`config.mk`:
```
export PLATFORM = sky130hd
export DESIGN_NAME = priority_scan_encoder_flat
export DESIGN_NICKNAME = d
export VERILOG_FILES = /design/src/rtl/priority_scan_encoder_if.sv /design/src/rtl/priority_scan_encoder.sv /design/src/flat_wrapper.sv
export SDC_FILE = /design/constraint.sdc
export NUM_CORES = 1
export LEC_CHECK = 0
export ABC_CLOCK_PERIOD_IN_PS = 2500
export BUFFER_PORTS_ARGS = -buffer_cell sky130_fd_sc_hd__buf_2
export CAP_MARGIN = 20
export CORE_MARGIN = 1.5
export CORE_UTILIZATION = 45
export CTS_CLUSTER_DIAMETER = 200
export CTS_CLUSTER_SIZE = 25
export DETAILED_ROUTE_END_ITERATION = 10
export GPL_ROUTABILITY_DRIVEN = 0
export GPL_TIMING_DRIVEN = 0
export PLACE_DENSITY = 0.72
export SLEW_MARGIN = 20
export SYNTH_ARGS = -nofsm -noshare
export SYNTH_HDL_FRONTEND = slang
export SYNTH_SLANG_ARGS = --single-unit
```
`constraint.sdc`:
```
create_clock -name i_clk -period 2.5 [get_ports i_clk]
set_input_delay 0.125 -clock i_clk [delete_from_list [all_inputs] [get_ports i_clk]]
set_output_delay 0.125 -clock i_clk [all_outputs]
set_load 0.05 [all_outputs]
```
`src/rtl/priority_scan_encoder_if.sv`:
```
// Handshake bundle for priority_scan_encoder: vector input, index output, status.
// The out_remain member exists only when PRIO_SCAN_COUNT_EN is defined.
interface priority_scan_encoder_if #(
  parameter int WIDTH = 8
);
  localparam int IDX_W = $clog2(WIDTH);

  logic             in_valid;
  logic             in_ready;
  logic [WIDTH-1:0] in_data;
  logic             out_valid;
  logic             out_ready;
  logic [IDX_W-1:0] out_idx;
  logic             out_last;
  logic             busy;
`ifdef PRIO_SCAN_COUNT_EN
  logic [IDX_W:0]   out_remain;
`endif

  modport master (
    output in_valid, in_data, out_ready,
    input  in_ready, out_valid, out_idx, out_last, busy
`ifdef PRIO_SCAN_COUNT_EN
    , input out_remain
`endif
  );

  modport slave (
    input  in_valid, in_data, out_ready,
    output in_ready, out_valid, out_idx, out_last, busy
`ifdef PRIO_SCAN_COUNT_EN
    , output out_remain
`endif
  );
endinterface

```
`src/rtl/priority_scan_encoder.sv`:
```
// Sequential priority encoder: accepts a request vector, then emits every set index in
// priority order, one per output handshake. Optional macro PRIO_SCAN_COUNT_EN adds out_remain.
//
// state   | meaning
// --------+-----------------------------------------------------------
// ST_IDLE | waiting for a vector; zero vectors are accepted and dropped
// ST_SCAN | presenting the highest-priority pending index
module priority_scan_encoder #(
  parameter int WIDTH     = 8,
  parameter bit MSB_FIRST = 1'b1
) (
  input  logic                   i_clk,
  input  logic                   i_rst,
  priority_scan_encoder_if.slave io_bus
);
  localparam int IDX_W = $clog2(WIDTH);

  typedef enum logic {
    ST_IDLE = 1'b0,
    ST_SCAN = 1'b1
  } state_t;

  state_t           r_state;
  state_t           w_state_nxt;
  logic [WIDTH-1:0] r_pending;
  logic [WIDTH-1:0] w_pending_nxt;
  logic [IDX_W-1:0] w_idx;
  logic             w_last;
  logic             w_in_ready;
  logic             w_out_valid;
  logic             w_busy;
  logic [WIDTH-1:0] w_clear_mask;

  function automatic logic [IDX_W-1:0] f_prio(input logic [WIDTH-1:0] v);
    logic [IDX_W-1:0] idx;
    idx = '0;
    // later hits overwrite earlier ones, so scan toward the priority end
    if (MSB_FIRST) begin
      for (int i = 0; i < WIDTH; i++) begin
        if (v[i]) idx = IDX_W'(i);
      end
    end else begin
      for (int i = WIDTH - 1; i >= 0; i--) begin
        if (v[i]) idx = IDX_W'(i);
      end
    end
    return idx;
  endfunction

  assign w_idx        = f_prio(r_pending);
  assign w_clear_mask = WIDTH'(1) << w_idx;

`ifdef PRIO_SCAN_COUNT_EN
  function automatic logic [IDX_W:0] f_popcount(input logic [WIDTH-1:0] v);
    logic [IDX_W:0] cnt;
    cnt = '0;
    for (int i = 0; i < WIDTH; i++) begin
      cnt = cnt + (IDX_W+1)'(v[i]);
    end
    return cnt;
  endfunction

  logic [IDX_W:0] w_remain;

  assign w_remain          = f_popcount(r_pending);
  assign w_last            = (w_remain == (IDX_W+1)'(1));
  assign io_bus.out_remain = w_remain;
`else
  assign w_last = (r_pending != '0) && ((r_pending & (r_pending - WIDTH'(1))) == '0);
`endif

  always_ff @(posedge i_clk) begin
    if (i_rst) begin
      r_state   <= ST_IDLE;
      r_pending <= '0;
    end else begin
      r_state   <= w_state_nxt;
      r_pending <= w_pending_nxt;
    end
  end

  always_comb begin
    w_state_nxt   = r_state;
    w_pending_nxt = r_pending;
    w_in_ready    = 1'b0;
    w_out_valid   = 1'b0;
    w_busy        = 1'b0;
    case (r_state)
      ST_IDLE: begin
        w_in_ready = 1'b1;
        if (io_bus.in_valid && (io_bus.in_data != '0)) begin
          w_pending_nxt = io_bus.in_data;
          w_state_nxt   = ST_SCAN;
        end
      end
      ST_SCAN: begin
        w_out_valid = 1'b1;
        w_busy      = 1'b1;
        if (io_bus.out_ready) begin
          if (w_last) begin
            w_pending_nxt = '0;
            w_state_nxt   = ST_IDLE;
          end else begin
            w_pending_nxt = r_pending & ~w_clear_mask;
          end
        end
      end
      default: begin
        w_state_nxt   = ST_IDLE;
        w_pending_nxt = '0;
      end
    endcase
  end

  assign io_bus.in_ready  = w_in_ready;
  assign io_bus.out_valid = w_out_valid;
  assign io_bus.busy      = w_busy;
  assign io_bus.out_idx   = w_idx;
  assign io_bus.out_last  = w_last;
endmodule

```
`src/flat_wrapper.sv`:
```
// flat-port wrapper written by rule: the top's interface ports become plain ports
module priority_scan_encoder_flat 
#(
  parameter int WIDTH     = 8,
  parameter bit MSB_FIRST = 1'b1
)
  (i_clk, i_rst, io_bus_in_valid, io_bus_in_data, io_bus_out_ready, io_bus_in_ready, io_bus_out_valid, io_bus_out_idx, io_bus_out_last, io_bus_busy);
  priority_scan_encoder_if #(.WIDTH(WIDTH)) io_bus_i ();
  input  logic i_clk;
  input  logic i_rst;
  input wire logic [$bits(io_bus_i.in_valid)-1:0] io_bus_in_valid;
  input wire logic [$bits(io_bus_i.in_data)-1:0] io_bus_in_data;
  input wire logic [$bits(io_bus_i.out_ready)-1:0] io_bus_out_ready;
  output wire logic [$bits(io_bus_i.in_ready)-1:0] io_bus_in_ready;
  output wire logic [$bits(io_bus_i.out_valid)-1:0] io_bus_out_valid;
  output wire logic [$bits(io_bus_i.out_idx)-1:0] io_bus_out_idx;
  output wire logic [$bits(io_bus_i.out_last)-1:0] io_bus_out_last;
  output wire logic [$bits(io_bus_i.busy)-1:0] io_bus_busy;
  assign io_bus_i.in_valid = io_bus_in_valid;
  assign io_bus_i.in_data = io_bus_in_data;
  assign io_bus_i.out_ready = io_bus_out_ready;
  assign io_bus_in_ready = io_bus_i.in_ready;
  assign io_bus_out_valid = io_bus_i.out_valid;
  assign io_bus_out_idx = io_bus_i.out_idx;
  assign io_bus_out_last = io_bus_i.out_last;
  assign io_bus_busy = io_bus_i.busy;
  priority_scan_encoder #(.WIDTH(WIDTH), .MSB_FIRST(MSB_FIRST)) u_core (.i_clk(i_clk), .i_rst(i_rst), .io_bus(io_bus_i));
endmodule
```
After elaboration in Yosys (flattened, before gate mapping):

Cells that the tools add are included.

* add/sub/neg operators: 1
* eq/ne operators: 2
* shift-type cells: 1
* multiplexer cells: 17
* bitwise operators: 4
* reduce and logical (&&, ||, !) cells: 6

Operators with widths (count)
* 8-bit 2-to-1 mux: 3
* 8-bit AND: 2
* 8-bit case mux with 2 select lines: 1
* 8-bit nonzero test: 2
* 3-bit 2-to-1 mux: 4
* 8-bit logical NOT: 1
* 8-bit inverter: 1
* 1-bit by 3-bit left shift with 8-bit output, first input constant: 1
* 8-bit by 1-bit subtractor with 8-bit output, second input constant: 1
* 1-bit 2-to-1 mux: 6
* 2-bit 2-to-1 mux: 2
* 1-bit logical AND: 2
* 2-bit by 1-bit inequality test with 1-bit output, second input constant: 1
* 2-bit inequality test, second input constant: 1
* 1-bit case mux with 2 select lines: 1
* 2-bit AND reduction: 1
* 1-bit inverter: 1

* register bits: 9
* input port bits: 12
* output and inout port bits: 7

Depth between registers and ports, before layout:

* depth in word-level cells: 13
* gate-level depth with buffers: 5

Worst setup path after synthesis:

No wires, ideal clock.

* path kind: reg-to-reg
* start: register u_core.r_pending[4]
* end: register u_core.r_pending[1]
* setup time: 126 ps
* arrival: 1859 ps
* data required time: 2374 ps
* slack: 515 ps
* cell stages (with the launch flop): 6
* period minus slack after synthesis: 1985 ps
* path through: dfxtp_1 -> or4_1 -> clkbuf_2 -> or4_1 -> a32oi_1 -> nor2_1

* longest elaborated chain between the ends: 10

Ends and longest elaborated chain
* start: declaration: line priority_scan_encoder.sv:25 `logic [WIDTH-1:0] r_pending;`
* start signal: assignment: line priority_scan_encoder.sv:78 `r_pending <= w_pending_nxt;`
* 3-bit 2-to-1 mux (4 in series): line priority_scan_encoder.sv:40 `if (v[i]) idx = IDX_W'(i);`
* via io_bus_out_idx[2]: line flat_wrapper.sv:16 `output wire logic [$bits(io_bus_i.out_idx)-1:0] io_bus_out_idx;`
* 1-bit by 3-bit left shift with 8-bit output: line priority_scan_encoder.sv:51 `assign w_clear_mask = WIDTH'(1) << w_idx;`
* 8-bit inverter: line priority_scan_encoder.sv:104 `w_pending_nxt = r_pending & ~w_clear_mask;`
* 8-bit AND: line priority_scan_encoder.sv:104
* 8-bit 2-to-1 mux: line priority_scan_encoder.sv:100 `if (w_last) begin`
* 8-bit 2-to-1 mux: line priority_scan_encoder.sv:99 `if (io_bus.out_ready) begin`
* 8-bit case mux with 2 select lines: line priority_scan_encoder.sv:88 `case (r_state)`

The timed path passes the listed nets, and every way through them passes these cells. The select of a mux whose other input is x is not followed.
A chain may end at the register's enable or synchronous reset.

Final worst setup path:

* start: register u_core.r_pending[4]
* end: output io_bus_out_last

* longest elaborated chain between the ends: 4

Ends and longest elaborated chain
* 8-bit by 1-bit subtractor with 8-bit output: line priority_scan_encoder.sv:69 `assign w_last = (r_pending != '0) && ((r_pending & (r_pending - WIDTH'(1))) == '0);`
* 8-bit AND: line priority_scan_encoder.sv:69
* 8-bit logical NOT: line priority_scan_encoder.sv:69
* 1-bit logical AND *: line priority_scan_encoder.sv:69
* end: declaration: line flat_wrapper.sv:17 `output wire logic [$bits(io_bus_i.out_last)-1:0] io_bus_out_last;`

Mark *: on every way between the ends. The rest lies on a longest branch, timed or not.

==> flow_metrics.py <==
metrics = {
    "logic_synthesis": {
        "synthFlopType": "dfxtp_1",
        "synth_cell_types": 33,
        "ys_seq_area_frac": 0.308,
        "syn_inst": 75,
        "yosysMostFrequentCell": "dfxtp_1",
        "syn_area_per_cell_sq_um": 7.79,
        "async_flop_share": 0,
        "synth.area.top_cells": "dfxtp_1, or4_1, nor2_1",
        "synth_edf_count": 0,
        "ys_ff_latch": 9,
        "synth_warnings": 0,
        "yosysTopAreaCell": "dfxtp_1",
        "synth_area_sq_um": 584,
        "syn_nets": 87,
        "synth_common_cells": "dfxtp_1, nor2_1, nand2_1",
        "synth_top_area_share": 0.308,
    },
    "drt": {
        "via_per_inst": 5.69,
        "drt_wl_total_um": 1380,
        "drt-wirelength-per-cell_um": 12.4,
        "drt_iter0_markers": 14,
        "final_antenna_net_count": 0,
        "first_pass_iters": 4,
        "drcViolationCount": 0,
        "num_vias": 632,
    },
    "cts": {
        "postCtsSetupBuffers": 0,
        "cts_resized": 0,
        "numCtsBuffers": 3,
        "cts.clk_slew.worst_paths_ns": 0.07,
        "cts_tree": "built",
        "clk_latency_ns": 0.26,
        "holdBufCountCts": 0,
        "clk_path_buf_depth": 2,
        "htreeDepth": 1,
        "cts_root_buf": "clkbuf_4",
        "cts.sinks": 9,
    },
    "layout": {
        "antenna_cells": 0,
        "area_growth_pct": 22.9,
        "nets": 110,
        "drive_gt1_frac": 0.258,
    },
    "floorplan": {
        "core_sq_mm": 0.00116,
        "initial_core_util": 0.505,
        "core.rowCount": 12,
        "dieWidth_um": 39.0,
        "ios": 19,
        "die_h_um": 39.0,
        "dieArea_sq_mm": 0.00152,
    },
    "timing": {
        "grt_setup_unrepaired": "no",
        "finalCritPeriodShare": 0.860,
        "slew_viol_final": 0,
        "setup_ws_ns": 0.349,
        "worst_pin_slew_ns": 0.404,
        "skew_ns": 0.00426,
        "final.setup.tns_ns": 0,
        "relSlewSlack": 0.731,
        "hold_viol": 0,
        "setup_violations": 0,
        "fin_crit_ns": 2.15,
        "fmax_mhz": 465,
    },
    "critical_path": {
        "end_kind": "output pin",
        "cp.arrival_ns": 2.03,
        "startpoint_type": "flop",
        "crit_type": "flop to output pin",
        "crit_fanout": 8,
        "reg2reg_slack_ns": 0.57,
        "cp.required_ns": 2.38,
    },
    "global_route": {
        "grt.overflow.total": 0,
        "antenna_found_initial": 0,
        "grt_pass1_wl_um": 2150,
        "grt_pass1_vias": 503,
        "track_usage": 0.207,
        "grt_max_degree": 11,
    },
    "pwr": {
        "p_leak_nw": 0.283,
        "pwr-share-seq": 0.347,
        "powerDensity_mw_per_mm2": 704,
        "combPwrFrac": 0.423,
        "p_sw_mw": 0.218,
        "switching_share": 0.431,
        "internal_power_mw": 0.288,
        "p_clk_frac": 0.230,
        "vdd_drop_max_mv": 0.343,
    },
    "place": {
        "hpwl_um": 1000,
        "numPortBuffers": 18,
        "dp_slack_ns": 0.613,
    },
    "flow_run": {
        "maxCapViolCount": 0,
    },
    "outcome": {
        "status": "finished, final reports clean",
    },
    "worst_hold_path": {
        "hold_path.class": "input pin to flop",
    },
}
-- placed cells by master (no fill, tap or decap), types with 2 or more instances in the layout --
master,instances
nand2_1,6
inv_1,2
o21ai_0,3
clkbuf_1,3
o31ai_1,3
or4_1,4
nor2_1,7
nand2b_1,3
a32oi_1,2
nand3b_1,3
a2bb2oi_1,2
a21oi_1,5
a311oi_1,2
nor3_1,2
nand3_1,2
buf_2,19
clkbuf_4,3
nor3b_1,2
dfxtp_1,9
-- worst max-delay path: stages (launching register included) --
cell      delay [ns]
dfxtp_1         0.39
or4_1           0.53
clkbuf_2        0.16
a211oi_1        0.22
o31ai_1         0.11
and2_1          0.16
buf_2           0.20
-- registers in the layout, indices dropped and copies added (netlist names) --
register,cells
u_core.r_state,1
u_core.r_pending,8
-- layout make-up --
type	count	area, sq um
fill	104	438
clock buffer	4	26.3
inverter	2	7.51
sequential	9	180
timing repair buffer	18	90.1
tap	14	17.5
buffer	5	25.0
multi-input combinational	59	372
-- final timing paths --
path	end	cells after the start	start
max reg2reg	u_core.r_pending[1]$_SDFFE_PP0P_	5	u_core.r_pending[4]$_SDFFE_PP0P_
min reg2reg	u_core.r_pending[7]$_SDFFE_PP0P_	2	u_core.r_pending[7]$_SDFFE_PP0P_
min	u_core.r_state$_SDFF_PP0_	2	io_bus_out_ready
max	io_bus_out_last	6	u_core.r_pending[4]$_SDFFE_PP0P_
-- kinds of logic after synthesis --
kind of cell | share of synthesized area
DFF | 0.308
AOI/OAI and AO/OA | 0.336
and+or+nand+nor | 0.300
buffers and inverters | 0.0557
-- routing by layer --
metal  vias up  routed length [um]  share of wire  track usage
met5         -                   0              0            0
met4         0                  21          0.015       0.0776
met3         4                  56          0.041       0.0347
met2        16                 603           0.44        0.317
met1       275                 698           0.51        0.286
li1        337                   -              -            -
-- power by group through the flow --
| stage | logic [mW] | registers (mW) | clock network (mW) |
|---|---|---|---|
| floorplan | 0.163 | 0.180 | 0 |
| global placement | 0.213 | 0.178 | 0 |
| detailed placement | 0.214 | 0.179 | 0 |
| CTS | 0.214 | 0.175 | 0.117 |
| global route | 0.232 | 0.178 | 0.127 |
| finish | 0.214 | 0.176 | 0.116 |
-- stage by stage --
stage,util,instance area (sq um),power (mW),hold slack (ns),instances
detailed placement,0.598,692,0.392,0.352,107
global route,0.621,718,0.537,0.0782,111
finish,0.621,718,0.506,0.0754,111
global placement,0.598,692,0.391,0.350,107
floorplan,-,584,0.343,0.244,75
CTS,0.621,718,0.506,0.0769,111
Power figures use the tool's default switching activity.
